--- src/rtl/seg_pkg.sv ---
// Shared constants for the 4-digit multiplexed seven-segment driver:
// blank codes, active-low hex-to-segment table and digit-select helper.
package seg_pkg;

    localparam logic [7:0] SEG_BLANK = 8'hFF;
    localparam logic [3:0] AN_OFF    = 4'hF;

    // Active-low {g,f,e,d,c,b,a}; entry n is the glyph for hex digit n.
    localparam logic [6:0] HEX_SEG_TABLE [16] = '{
        7'h40, 7'h79, 7'h24, 7'h30,
        7'h19, 7'h12, 7'h02, 7'h78,
        7'h00, 7'h10, 7'h08, 7'h03,
        7'h46, 7'h21, 7'h06, 7'h0E
    };

    typedef logic [1:0] digit_idx_t;

    function automatic logic [3:0] an_select(input digit_idx_t idx);
        return ~(4'b0001 << idx);
    endfunction

endpackage

--- src/rtl/hex7seg.sv ---
// Combinational hex nibble to active-low seven-segment decoder.
module hex7seg
    import seg_pkg::*;
(
    input  logic [3:0] i_hex,
    output logic [6:0] o_seg
);

    always_comb begin
        o_seg = HEX_SEG_TABLE[i_hex];
    end

endmodule

--- src/rtl/seg_scan_driver.sv ---
// Time-multiplexed 4-digit seven-segment scanner with per-frame input snapshot.
// Optional macro SEG_LEADING_ZERO_BLANK_EN blanks leading zero digits 3..1.
module seg_scan_driver
    import seg_pkg::*;
#(
    parameter int unsigned REFRESH_DIV = 50000
) (
    input  logic        clk,
    input  logic        rst,
    input  logic [15:0] hexs,
    input  logic [3:0]  points,
    input  logic [3:0]  LES,
    output logic [3:0]  AN,
    output logic [7:0]  SEG,
    output logic        frame_tick
);

    localparam int unsigned     PW         = $clog2(REFRESH_DIV);
    localparam logic [PW-1:0]   PRESC_LAST = PW'(REFRESH_DIV - 1);

    if (REFRESH_DIV < 2) begin : g_param_check
        $error("REFRESH_DIV must be at least 2");
    end

    logic [PW-1:0] r_presc;
    digit_idx_t    r_idx;
    logic [15:0]   r_hexs;
    logic [3:0]    r_points;
    logic [3:0]    r_les;
    logic [3:0]    r_an;
    logic [7:0]    r_seg;

    logic          w_presc_last;
    logic          w_tick;
    logic [3:0]    w_nibble;
    logic [6:0]    w_seg7;
    logic          w_blank;

    assign w_presc_last = (r_presc == PRESC_LAST);
    assign w_tick       = w_presc_last && (r_idx == 2'd3);
    assign frame_tick   = w_tick && !rst;

    always_ff @(posedge clk) begin
        if (rst) begin
            r_presc <= '0;
            r_idx   <= '0;
        end else if (w_presc_last) begin
            r_presc <= '0;
            r_idx   <= r_idx + 2'd1;
        end else begin
            r_presc <= r_presc + PW'(1);
        end
    end

    // Snapshot tracks inputs during reset so the first post-reset frame is current.
    always_ff @(posedge clk) begin
        if (rst || w_tick) begin
            r_hexs   <= hexs;
            r_points <= points;
            r_les    <= LES;
        end
    end

    assign w_nibble = r_hexs[{r_idx, 2'b00} +: 4];

    hex7seg u_hex7seg (
        .i_hex (w_nibble),
        .o_seg (w_seg7)
    );

`ifdef SEG_LEADING_ZERO_BLANK_EN
    logic w_zero3;
    logic w_zero2;
    logic w_zero1;
    logic [3:0] w_lz_blank;

    assign w_zero3    = (r_hexs[15:12] == 4'h0);
    assign w_zero2    = w_zero3 && (r_hexs[11:8] == 4'h0);
    assign w_zero1    = w_zero2 && (r_hexs[7:4] == 4'h0);
    assign w_lz_blank = {w_zero3, w_zero2, w_zero1, 1'b0};
    assign w_blank    = r_les[r_idx] || w_lz_blank[r_idx];
`else
    assign w_blank    = r_les[r_idx];
`endif

    always_ff @(posedge clk) begin
        if (rst || w_blank) begin
            r_an  <= AN_OFF;
            r_seg <= SEG_BLANK;
        end else begin
            r_an  <= an_select(r_idx);
            r_seg <= {~r_points[r_idx], w_seg7};
        end
    end

    assign AN  = r_an;
    assign SEG = r_seg;

endmodule

--- config.mk ---
export PLATFORM = sky130hd
export DESIGN_NAME = seg_scan_driver
export DESIGN_NICKNAME = d
export VERILOG_FILES = /design/src/rtl/seg_pkg.sv /design/src/rtl/hex7seg.sv /design/src/rtl/seg_scan_driver.sv
export SDC_FILE = /design/constraint.sdc
export NUM_CORES = 1
export LEC_CHECK = 0
export CORE_UTILIZATION = 55
export CTS_BUF_LIST = sky130_fd_sc_hd__clkbuf_16
export DETAILED_ROUTE_END_ITERATION = 16
export PLACE_DENSITY_LB_ADDON = 0.2
export RECOVER_POWER = 50
export SYNTH_ARGS = -nofsm -noshare
export SYNTH_HDL_FRONTEND = slang
export SYNTH_SLANG_ARGS = --single-unit
--- constraint.sdc ---
create_clock -name clk -period 3.55 [get_ports clk]
set_input_delay 0.8875 -clock clk [delete_from_list [all_inputs] [get_ports clk]]
set_output_delay 0.8875 -clock clk [all_outputs]
set_load 0.02 [all_outputs]
==> run summary <==
Worst path slowest cell: clkdlybuf4s50_1
crit path kind: reg2out
fin. max-slew vios: 0
worst flop-to-flop path endpoint: r_points[3]
antenna violations before repair: 0
Power Density: 441 nW/um2
Post-Synthesis Cells: 183
syn avg cell area: 12.3 um2
Final Core Density: 0.741
first-pass GRT wire length: 6510 um
Area Growth Syn to Fin: 24.8%
Switching Fraction: 0.211
crit path launch: r_presc[13]
CTS tree: done
Distinct cells, synth: 38
Yosys reg bits: 54
post_cts resized: 0
sequential share of power: 0.550
CP endpoint: frame_tick
# diodes: 0
clk_lat worst skew: 0.29 ns
arrival time worst endpoint: 2.40 ns
GP Congestion: 0.888
Synth Cell Area: 2260 um2
Max-slew headroom: 0.497
chip height: 66.0 um
routed wire length: 3940 um
layout cells sized above 1: 0.0752
FFs w/ async S/R, synth: 0
worst slew pin tran: 0.752 ns
Core Region: 3800 um2
yosys synthesis warning count: 0
Hold Crit Class: reg2reg
Worst-path clk slew: 0.07 ns
most frequent cells in the layout: dfxtp_1 (30), dlygate4sd3_1 (28), edfxtp_1 (24)
GRT Overall Usage: 0.206
cell internal pwr: 981 uW
WHS: 0.466 ns
Gate power share: 0.069
reg2reg setup slack: 1.41 ns
Final Hold Fails: 0
clock power share: 0.381
dpl hpwl: 2890 um
Root Driver: clkbuf_16
input/output buffers: 38
routed wire length per instance: 14.4 um
vias in the first global route: 1487
Max Freq: 304 MHz
Startpoint Class: flop
Hold Startpoint: r_presc[0]
Via density: 5.59
Initial DRC Count: 194
Mapped Nets: 220
initial core utilization: 0.594
Sink Count: 54
die width: 66.0 um
Pre-antenna DRT Iters: 4
CP Capture Type: output port
sum of negative setup slack: 0 ns
largest net degree at the start of global routing: 25
Pleak: 1.01 nW
Final Cycle Share: 0.926
H-tree level count: 2
clock skew: 0.00390 ns
IO Count: 39
hold-fix buffers at CTS: 0
Rows: 22
Final setup viols: 0
Worst VDD drop: 301 uV
top_reg_cell synth: dfxtp_1
Power, Total: 1.24 mW
Antenna Nets Post-Route: 0
Crit path required time: 2.66 ns
reg-to-reg startpoint: r_presc[13]
Post-synth EDFFs: 24
# DRC: 0
post-synthesis sequential area ratio: 0.586
Filler cells: 234
nets: 262
status: finished, final reports clean
R2R depth: 5
CTS Buf Count: 5
CP Cell Sequence: or4b_1 > nor4_1 > nand2_1 > nor2_1 > clkdlybuf4s50_1
Post-CTS Setup Inserts: 0
most common cell after layout, fill and taps aside: dfxtp_1
Worst path max stage delay: 0.61 ns
Max-Cap Viols: 0
RSZ-0062 raised after global routing: no
grt total ovfl: 0
top fanout value on the critical path: 3
NetSw: 262 uW
vias: 1531
CTS Buffer Depth: 2
Die Footprint: 4360 um2
minimum clock period: 3.29 ns
==> flip-flops by register name, indices dropped and copies added, names as in the netlist <==
register  flops
r_presc      16
AN            4
r_points      4
SEG           8
r_hexs       16
r_les         4
r_idx         2
==> metal layers <==
layer / wire, um / track usage / vias up
li1: - / - / 743
met1: 1580 / 0.238 / 709
met2: 1970 / 0.348 / 69
met3: 305 / 0.0672 / 10
met4: 87 / 0.0878 / 0
met5: 0 / 0 / -
==> power groups by stage <==
stage                     sequential, mW  clock, mW  combinational (mW)
after detailed placement           0.698          0              0.0927
after CTS                          0.684      0.481              0.0928
after global placement             0.695          0              0.0901
after floorplan                    0.702          0              0.0391
after global routing               0.685      0.501              0.0939
final                              0.683      0.473              0.0859
==> cells in the mapped netlist (2+ instances only) <==
| cell | instances | share of area |
|---|---|---|
| nand3_1 | 5 | 0.011 |
| clkbuf_1 | 2 | 0.0033 |
| dfxtp_1 | 30 | 0.27 |
| o221ai_1 | 4 | 0.016 |
| xor2_1 | 5 | 0.019 |
| and3_1 | 3 | 0.0083 |
| nor3_1 | 3 | 0.0067 |
| buf_2 | 3 | 0.0067 |
| a211oi_1 | 2 | 0.0067 |
| nor2b_1 | 2 | 0.0055 |
| nand4_1 | 5 | 0.014 |
| o21ai_0 | 3 | 0.0067 |
| edfxtp_1 | 24 | 0.32 |
| nand2_1 | 12 | 0.020 |
| nor4_1 | 2 | 0.0055 |
| nand2b_1 | 2 | 0.0055 |
| mux4_2 | 6 | 0.060 |
| xnor2_1 | 8 | 0.031 |
| nor2_1 | 19 | 0.032 |
| a21oi_1 | 6 | 0.013 |
| inv_1 | 10 | 0.017 |
| ha_1 | 11 | 0.061 |
==> kinds of logic (layout without fill, tap and decap cells) <==
family | Yosys count | in the layout | share of synthesized area
compound gates | 18 | 18 | 0.0527
xor+xnor | 13 | 13 | 0.0505
fa+ha+maj | 11 | 11 | 0.0610
buf+inv | 16 | 59 | 0.0333
flops | 54 | 54 | 0.586
mux | 7 | 7 | 0.0643
simple gates | 64 | 64 | 0.153
==> how the worst min path moves through the flow <==
stage	endpoint	slack, ns	cells past startpoint
5_1_grt	r_presc[0]	0.48	1
4_1_cts	r_presc[0]	0.47	1
3_5_place_dp	r_presc[0]	0.45	1
3_3_place_gp	r_presc[0]	0.43	1
2_1_floorplan	r_presc[0]	0.43	1
6_report	r_presc[0]	0.47	1
==> layout make-up <==
class,instances,area (um2),area share
timing repair buffer,41,403,0.143
clock buffer,5,125,0.0444
multi-input combinational,113,848,0.301
clock inverter,3,21.3,0.00755
sequential,54,1320,0.469
tap,48,60.1,0.0213
inverter,10,37.5,0.0133
==> per-stage QoR <==
step / instances / setup WS [ns] / instance area (um2)
3_3_place_gp: 266 / 0.518 / 2680
2_1_floorplan: 183 / 1.13 / 2260
3_5_place_dp: 266 / 0.489 / 2680
4_1_cts: 274 / 0.251 / 2830
6_report: 274 / 0.262 / 2820
5_1_grt: 274 / 0.128 / 2820
==> worst max-delay path: cells and delay by family (launching register included) <==
family,cells,cell delay (ns)
buffers and inverters,1,0.61
AND/OR/NAND/NOR,4,1.16
flip-flops,1,0.34
Power figures use the tool's default switching activity.
==> edit: new RTL, config.mk and constraints unchanged <==
The option `SEG_LEADING_ZERO_BLANK_EN` is turned on by a define.
--- a/src/rtl/seg_scan_driver.sv
+++ b/src/rtl/seg_scan_driver.sv
@@ -1,5 +1,7 @@
 // Time-multiplexed 4-digit seven-segment scanner with per-frame input snapshot.
 // Optional macro SEG_LEADING_ZERO_BLANK_EN blanks leading zero digits 3..1.
+`define SEG_LEADING_ZERO_BLANK_EN
+
 module seg_scan_driver
     import seg_pkg::*;
 #(
Function: no difference found for any inputs over 10 cycles, from zero or initial values and one cycle with rst high; that may be too few to reach the edited logic, so the function may still have changed.
==> edit against the unedited design <==
Sequential power is essentially flat. Clock power shrank 4.4%. Area after synthesis grew 3.5%. Register-to-register slack lost 0.48 ns. Fmax grew 4.5%. Final cell count is the same. Wire length grew 2.9%. Total power shrank 1.3%. Sequential share of layout area shrank 0.45 points. Sequential cell count is the same. Final area grew 0.98%. Setup slack gained 0.14 ns. Critical path depth shrank 2. Highest routed layer unchanged.
==> edit: results (changes against the unedited design) <==
Setup path
  • Worst r2r dst: r_hexs[2] (was r_points[3])
  • Worst R2R Start: r_presc[5] (was r_presc[13])
  • Reg2reg setup slack: 0.93 ns (was 1.41 ns)
  • Crit-path max FO: 7 (was 3)
  • WP data arrival: 2.26 ns (was 2.40 ns)

Layout
  • # fillers: 288 (was 234)
  • Layout cells sized above 1: 11.6% (was 7.52%)
  • Nets@finish: 260 (was 262)

Global route
  • Vias in the first global route: 1,446 (was 1,487)
  • Total track usage: 20.9% (was 20.6%)
  • First-pass GRT wire length: 6780 µm (was 6510 µm)

Detailed routing
  • Routed WL per cell: 14.8 µm (was 14.4 µm)
  • DRT iter0 DRCs: 49 (was 194)
  • Via count: 1,501 (was 1,531)

Placed design
  • Post-DP HPWL: 3010 µm (was 2890 µm)
  • DP Area: 2730 µm² (was 2680 µm²)
  • Routability cong.: 0.815 (was 0.888)

Power and ir drop
  • Sw Pwr: 0.000252 W (was 0.000262 W)
  • VDD IR max: 0.319 mV (was 0.301 mV)
  • Pleak: 1.00 nW (was 1.01 nW)

Logic synthesis
  • Synth top area cells: edfxtp_1, dfxtp_1, ha_1, mux4_2, xor2_1 (was edfxtp_1, dfxtp_1, ha_1, mux4_2, nor2_1)
  • Register area share after synthesis: 56.6% (was 58.6%)
  • Yosys cell types: 42 (was 38)

Outcome
  • Status: finished clean (unchanged)

Timing
  • Relative slew slack: 18.6% (was 49.7%)
  • Hold_ws: 0.482 ns (was 0.466 ns)
  • Skew final: 0.00680 ns (was 0.00390 ns)
-- edit: worst max-delay path by stage --
stage	slack [ns]	endpoint	startpoint
floorplan	1.18	frame_tick	r_presc[5]
global placement	0.49	frame_tick	rst
detailed placement	0.49	frame_tick	rst
CTS	0.41	frame_tick	r_presc[5]
global route	0.24	frame_tick	r_presc[5]
finish	0.40	frame_tick	rst
-- edit: power by group through the flow --
stage	Sequential [W]	Combinational, W	Clock, W
4_1_cts	0.000685	0.0000970	0.000459
5_1_grt	0.000688	0.0000967	0.000486
3_5_place_dp	0.000699	0.0000963	0
2_1_floorplan	0.000704	0.0000440	0
6_report	0.000685	0.0000885	0.000452
3_3_place_gp	0.000697	0.0000930	0
-- edit: cells by family (layout without fill, tap and decap cells) --
kind of cell	count (synthesis)	in the layout	share of synthesized area, %
multiplexers	8	8	6.64
flip-flops	54	54	56.6
AND/OR/NAND/NOR	66	66	16.8
AO/OA/AOI/OAI	17	17	5.30
adder cells (fa/ha/maj)	11	11	5.89
buffers and inverters	14	54	3.54
XOR/XNOR	14	14	5.25
-- edit: area by class of cell --
type	count	area, µm²	area share, %
multi-input cells	116	913	32.1
clock inverters	3	11.3	0.396
well taps	50	62.6	2.20
repair buffers	39	384	13.5
inverters	7	26.3	0.924
clock buffers	5	125	4.40
flip-flops and latches	54	1320	46.5
-- edit: through the flow --
stage / total power, W / util, % / cells
5_1_grt: 0.00127 / 70.6 / 274
2_1_floorplan: 0.000748 / - / 184
4_1_cts: 0.00124 / 71.1 / 274
6_report: 0.00123 / 70.6 / 274
3_3_place_gp: 0.000790 / 67.8 / 266
3_5_place_dp: 0.000795 / 67.8 / 266
-- edit: worst max-delay path, stage by stage --
cell and delay [ns]:
dlygate4sd3_1 0.63, nor2_1 0.13, clkdlybuf4s50_1 0.61
-- edit: per-layer routing --
metal / track usage [%] / wire length (µm) / vias up
met3: 5.57 / 184 / 7
met2: 33.1 / 1950 / 38
met5: 0 / 0 / -
li1: - / - / 743
met4: 8.51 / 62 / 0
met1: 27.1 / 1860 / 713
